File: src/rtl/uart_pkg.sv
// Shared UART definitions: receiver state encoding, default frame geometry and the
// parity helper that the TX bit sequencer also uses.
package uart_pkg;

    localparam int DEF_DATA_BITS  = 8;
    localparam int DEF_OVERSAMPLE = 16;
    localparam int PAR_W          = 16;

    typedef enum logic [2:0] {
        ST_IDLE   = 3'd0,
        ST_START  = 3'd1,
        ST_DATA   = 3'd2,
        ST_PARITY = 3'd3,
        ST_STOP   = 3'd4
    } rx_state_e;

    // XOR-reduce a zero-extended frame slice; callers compare against the odd/even setting.
    function automatic logic calc_parity(input logic [PAR_W-1:0] bits_v);
        calc_parity = ^bits_v;
    endfunction

endpackage

File: src/rtl/uart_rx_sync.sv
// Two-flop synchronizer for the asynchronous serial line; resets to the idle (high) level.
module uart_rx_sync (
    input  logic clk,
    input  logic arst_n,
    input  logic rst,
    input  logic d_i,
    output logic q_o
);

    logic [1:0] sync_q;

    // Shift the raw line through two flops; both reset paths load the idle level.
    always_ff @(posedge clk or negedge arst_n) begin
        if (!arst_n) begin
            sync_q <= 2'b11;
        end else if (rst) begin
            sync_q <= 2'b11;
        end else begin
            sync_q <= {sync_q[0], d_i};
        end
    end

    assign q_o = sync_q[1];

endmodule

File: src/rtl/uart_rx_deserializer.sv
// UART receive path: oversampled start detection, mid-bit sampling, LSB-first shift-in
// of one frame and parity/framing error flagging.
module uart_rx_deserializer
    import uart_pkg::*;
#(
    parameter int DATA_BITS  = DEF_DATA_BITS,
    parameter int OVERSAMPLE = DEF_OVERSAMPLE,
    parameter bit PARITY_EN  = 1'b1,
    parameter bit PARITY_ODD = 1'b0
) (
    input  logic                 clk,
    input  logic                 arst_n,
    input  logic                 rst,
    input  logic                 sample_tick,
    input  logic                 rx_in,
    output logic [DATA_BITS-1:0] data_out,
    output logic                 data_valid,
    output logic                 busy,
    output logic                 parity_err,
    output logic                 frame_err
);

    localparam int TICK_W = $clog2(OVERSAMPLE);
    localparam int BIT_W  = $clog2(DATA_BITS + 1);

    localparam logic [TICK_W-1:0] TICK_MID  = TICK_W'(OVERSAMPLE / 2 - 1);
    localparam logic [TICK_W-1:0] TICK_END  = TICK_W'(OVERSAMPLE - 1);
    localparam logic [TICK_W-1:0] TICK_ONE  = TICK_W'(1);
    localparam logic [BIT_W-1:0]  BIT_LAST  = BIT_W'(DATA_BITS - 1);
    localparam logic [BIT_W-1:0]  BIT_ONE   = BIT_W'(1);

    logic                 rx_s;

    rx_state_e            state_q,      state_d;
    logic [TICK_W-1:0]    tick_cnt_q,   tick_cnt_d;
    logic [BIT_W-1:0]     bit_cnt_q,    bit_cnt_d;
    logic [DATA_BITS-1:0] shreg_q,      shreg_d;
    logic                 par_bit_q,    par_bit_d;
    logic [DATA_BITS-1:0] data_out_q,   data_out_d;
    logic                 data_valid_q, data_valid_d;
    logic                 busy_q,       busy_d;
    logic                 parity_err_q, parity_err_d;
    logic                 frame_err_q,  frame_err_d;

    uart_rx_sync u_sync (
        .clk    (clk),
        .arst_n (arst_n),
        .rst    (rst),
        .d_i    (rx_in),
        .q_o    (rx_s)
    );

    // Frame sequencing; everything advances only on oversample ticks.
    always_comb begin
        state_d      = state_q;
        tick_cnt_d   = tick_cnt_q;
        bit_cnt_d    = bit_cnt_q;
        shreg_d      = shreg_q;
        par_bit_d    = par_bit_q;
        data_out_d   = data_out_q;
        data_valid_d = 1'b0;
        parity_err_d = parity_err_q;
        frame_err_d  = frame_err_q;

        if (sample_tick) begin
            case (state_q)
                ST_IDLE: begin
                    if (!rx_s) begin
                        state_d    = ST_START;
                        tick_cnt_d = '0;
                    end else begin
                        state_d    = ST_IDLE;
                    end
                end
                // Re-check the line half a bit in so short glitches are rejected.
                ST_START: begin
                    if (tick_cnt_q == TICK_MID) begin
                        if (rx_s) begin
                            state_d = ST_IDLE;
                        end else begin
                            state_d    = ST_DATA;
                            tick_cnt_d = '0;
                            bit_cnt_d  = '0;
                        end
                    end else begin
                        tick_cnt_d = tick_cnt_q + TICK_ONE;
                    end
                end
                ST_DATA: begin
                    if (tick_cnt_q == TICK_END) begin
                        shreg_d    = {rx_s, shreg_q[DATA_BITS-1:1]};
                        tick_cnt_d = '0;
                        bit_cnt_d  = bit_cnt_q + BIT_ONE;
                        if (bit_cnt_q == BIT_LAST) begin
                            if (PARITY_EN) begin
                                state_d = ST_PARITY;
                            end else begin
                                state_d = ST_STOP;
                            end
                        end else begin
                            state_d = ST_DATA;
                        end
                    end else begin
                        tick_cnt_d = tick_cnt_q + TICK_ONE;
                    end
                end
                ST_PARITY: begin
                    if (tick_cnt_q == TICK_END) begin
                        par_bit_d  = rx_s;
                        tick_cnt_d = '0;
                        state_d    = ST_STOP;
                    end else begin
                        tick_cnt_d = tick_cnt_q + TICK_ONE;
                    end
                end
                // Leave at mid-stop so a following start edge is caught without a gap.
                ST_STOP: begin
                    if (tick_cnt_q == TICK_END) begin
                        data_out_d   = shreg_q;
                        data_valid_d = 1'b1;
                        frame_err_d  = ~rx_s;
                        parity_err_d = PARITY_EN &
                                       (calc_parity(PAR_W'({shreg_q, par_bit_q})) != PARITY_ODD);
                        tick_cnt_d   = '0;
                        state_d      = ST_IDLE;
                    end else begin
                        tick_cnt_d = tick_cnt_q + TICK_ONE;
                    end
                end
                default: begin
                    state_d    = ST_IDLE;
                    tick_cnt_d = '0;
                    bit_cnt_d  = '0;
                end
            endcase
        end else begin
            state_d = state_q;
        end

        busy_d = (state_d != ST_IDLE);
    end

    // State and output registers; the synchronous clear mirrors the asynchronous reset.
    always_ff @(posedge clk or negedge arst_n) begin
        if (!arst_n) begin
            state_q      <= ST_IDLE;
            tick_cnt_q   <= '0;
            bit_cnt_q    <= '0;
            shreg_q      <= '0;
            par_bit_q    <= 1'b0;
            data_out_q   <= '0;
            data_valid_q <= 1'b0;
            busy_q       <= 1'b0;
            parity_err_q <= 1'b0;
            frame_err_q  <= 1'b0;
        end else if (rst) begin
            state_q      <= ST_IDLE;
            tick_cnt_q   <= '0;
            bit_cnt_q    <= '0;
            shreg_q      <= '0;
            par_bit_q    <= 1'b0;
            data_out_q   <= '0;
            data_valid_q <= 1'b0;
            busy_q       <= 1'b0;
            parity_err_q <= 1'b0;
            frame_err_q  <= 1'b0;
        end else begin
            state_q      <= state_d;
            tick_cnt_q   <= tick_cnt_d;
            bit_cnt_q    <= bit_cnt_d;
            shreg_q      <= shreg_d;
            par_bit_q    <= par_bit_d;
            data_out_q   <= data_out_d;
            data_valid_q <= data_valid_d;
            busy_q       <= busy_d;
            parity_err_q <= parity_err_d;
            frame_err_q  <= frame_err_d;
        end
    end

    assign data_out   = data_out_q;
    assign data_valid = data_valid_q;
    assign busy       = busy_q;
    assign parity_err = parity_err_q;
    assign frame_err  = frame_err_q;

endmodule

File: config.mk
export PLATFORM = sky130hd
export DESIGN_NAME = uart_rx_deserializer
export DESIGN_NICKNAME = d
export VERILOG_FILES = /design/src/rtl/uart_pkg.sv /design/src/rtl/uart_rx_sync.sv /design/src/rtl/uart_rx_deserializer.sv
export SDC_FILE = /design/constraint.sdc
export NUM_CORES = 1
export LEC_CHECK = 0
export ABC_CLOCK_PERIOD_IN_PS = 2900
export BUFFER_PORTS_ARGS = -buffer_cell sky130_fd_sc_hd__buf_2
export CORE_MARGIN = 5
export CORE_UTILIZATION = 56
export CTS_CLUSTER_DIAMETER = 120
export CTS_CLUSTER_SIZE = 14
export DETAILED_ROUTE_END_ITERATION = 10
export PLACE_DENSITY = 0.78
export SETUP_SLACK_MARGIN = 0.2
export SKIP_CTS_REPAIR_TIMING = 1
export SYNTH_ARGS = -nofsm -noshare
export SYNTH_HDL_FRONTEND = slang
export SYNTH_SLANG_ARGS = --single-unit
File: constraint.sdc
create_clock -name clk -period 2.9 [get_ports clk]
set_input_delay 0.435 -clock clk [delete_from_list [all_inputs] [get_ports clk]]
set_output_delay 0.435 -clock clk [all_outputs]
set_load 0.02 [all_outputs]
==> results.py <==
metrics = {
    "run_status": {
        "status": "complete, no violations",
    },
    "worst_setup_path": {
        "r2r-start": "state_q[1]",
        "required_ps": 3140,
        "reg2reg_to": "bit_cnt_q[0]",
        "path_class": "flop to flop",
        "slowest_stage": "dfrtp_1",
        "path_cells": "or3b_1, nor2_2, nor2_1, a211oi_1",
        "rr_worst_depth": 4,
        "worstSetupEndpointType": "flop",
        "rrSetupSlack_ps": 920,
        "slowest_delay_ps": 590,
        "startpoint_type": "flop",
        "cp_max_fo": 15,
        "crit_arrival_ps": 2220,
    },
    "die": {
        "die_h_um": 65.7,
        "rows": 20,
        "core_um2": 3000,
        "fp.dieW_um": 65.7,
        "initial_utilization_pct": 57.8,
        "die-area_um2": 4320,
        "ios": 17,
    },
    "min_path": {
        "min-delay-path-class": "primary input to async pin",
    },
    "final_layout": {
        "syn2layout_area_growth_pct": 7.64,
        "num-nets-final": 196,
        "diodes": 0,
        "multi_input_area_um2": 808,
        "regArea_um2": 853,
        "fillers": 257,
        "drive_above_1_share_pct": 16.8,
    },
    "clock_network": {
        "clockBufferDepth": 2,
        "clk_latency_ps": 340,
        "htreeDepth": 2,
        "clk_pin_slew_ps": 100,
        "numCtsBuffers": 5,
        "clockRootBuffer": "clkbuf_4",
        "cts_tree": "done",
        "clock_sinks": 34,
    },
    "timing": {
        "fin_skew_ps": 8.66,
        "rsz0062_at_grt": "no",
        "setup_viol": 0,
        "drv_slew": 0,
        "period_share_pct": 68.2,
        "finalHoldViolCount": 0,
        "relSlewSlack_pct": 51.6,
        "tightest_slew_ps": 726,
        "setup_tns_ps": 0,
        "finalCriticalPeriod_ps": 1980,
        "final.setup.worst_slack_ps": 923,
        "fmax_mhz": 506,
    },
    "drt": {
        "dr.pass1.iters": 4,
        "num_vias": 1384,
        "vias_per_cell": 6.21,
        "wire_per_inst_um": 15.7,
        "drt_iter0_markers": 126,
        "drc_errors": 0,
        "ant_nets": 0,
        "wl_um": 3510,
    },
    "grt": {
        "grt_pass1_vias": 1299,
        "grt_pass1_wl_um": 5990,
        "grt_max_degree": 35,
        "grt_use_total_pct": 18.2,
        "grt_overflow": 0,
        "antenna_found_initial": 0,
    },
    "power_and_ir_drop": {
        "powerDensity_nw_per_um2": 425,
        "power.leakage_uw": 0.000858,
        "vdd_ir_drop_max_mv": 0.226,
    },
    "place": {
        "portBuffers": 16,
        "place_ws_ps": 979,
        "dp_hpwl_um": 2420,
        "gp_congestion": 0.848,
    },
    "synth": {
        "yosys.area.top_type": "dfrtp_1",
        "synth_common_cells": "dfrtp_1, a21oi_1, nand2_1, o21ai_0, a22o_1",
        "netlist_area_um2": 1740,
        "ys.flop_type": "dfrtp_1",
        "synthArstFlopShare_pct": 100,
        "ys_types": 45,
        "synth_area_leaders": "dfrtp_1, a21oi_1, a22o_1, o21ai_0, nand2_1",
        "syn_avg_cell_area_um2": 9.81,
        "synth_top_area_share_pct": 46.1,
        "synth_most_common_cell": "dfrtp_1",
        "yosysWarnings": 0,
        "synth_edf_count": 0,
        "synthCells": 177,
        "synthesis.nets": 184,
        "seq_area_frac_synth_pct": 49.1,
        "yosys_register_bits": 34,
    },
    "flow_run": {
        "cap_violations": 0,
    },
}
## layout make-up
| class | count | share of cell area [%] |
|---|---|---|
| multi-input combinational | 126 | 43.2 |
| sequential | 34 | 45.6 |
| timing repair buffer | 17 | 4.69 |
| tap | 33 | 2.21 |
| clock buffer | 7 | 2.95 |
| inverter | 5 | 1.00 |
| clock inverter | 1 | 0.268 |
## registers in the layout (all words and copies together) (netlist names), 2 cells and up
register       cells
state_q            3
u_sync.sync_q      2
data_out           8
tick_cnt_q         4
bit_cnt_q          4
shreg_q            8
## routing by layer
metal,vias to the layer above,part of all wire (%),global-route usage [%]
li1,681,-,-
met1,655,51,25.9
met2,41,44,26.0
met3,7,4.1,4.62
met4,0,1.7,8.03
met5,-,0,0
## cell usage in the layout, fill, tap and decap left out, types with 2 or more instances in the layout
cell	n
clkbuf_4	5
nor3_1	3
or3b_1	2
o41ai_1	3
nand2_1	17
nand3b_1	2
a2111oi_0	2
ha_1	2
nor2_1	9
buf_2	16
o21ai_0	13
nand2b_1	2
inv_1	5
o211ai_1	2
nand3_1	3
a22o_1	11
nor2b_1	2
a21oi_1	21
or2_2	2
dfstp_2	2
dfrtp_1	32
or3_1	3
xnor2_1	5
## how the worst max path moves through the flow
stage	slack, ps	start	end
2_1_floorplan	1290	tick_cnt_q[0]	busy
3_3_place_gp	1100	state_q[1]	bit_cnt_q[0]
3_5_place_dp	980	state_q[1]	bit_cnt_q[0]
4_1_cts	950	state_q[1]	bit_cnt_q[0]
5_1_grt	740	tick_cnt_q[1]	bit_cnt_q[0]
6_report	920	state_q[1]	bit_cnt_q[0]
## where the power goes
group          internal [µW]  leakage [µW]  switching (µW)
Clock                    117     0.0000353             156
Combinational           10.6      0.000355            29.1
Sequential               477      0.000468            3.68
## through the flow
stage | utilization, % | hold slack (ps) | instance area [µm²] | cells | power (µW)
detailed placement | 60.3 | 477 | 1810 | 215 | 530
floorplan | - | 139 | 1740 | 177 | 513
finish | 62.3 | 145 | 1870 | 223 | 794
global placement | 60.3 | 478 | 1810 | 215 | 529
CTS | 62.3 | 157 | 1870 | 223 | 805
global route | 62.3 | 200 | 1870 | 223 | 834
## worst max-delay path: cells and delay by family (launching register included)
kind	cells	cell delay, ps
simple gates	3	1060
compound gates	1	230
flops	1	590
## cell families (layout without fill, tap and decap cells)
logic type	Yosys count	after routing	share of synthesized area, %
compound gates	61	61	23.1
xor+xnor	7	7	4.32
fa+ha+maj	2	2	1.44
buf+inv	17	30	4.32
flops	34	34	49.1
mux	2	2	1.22
simple gates	54	54	16.4
(Power assumes the default switching activity.)
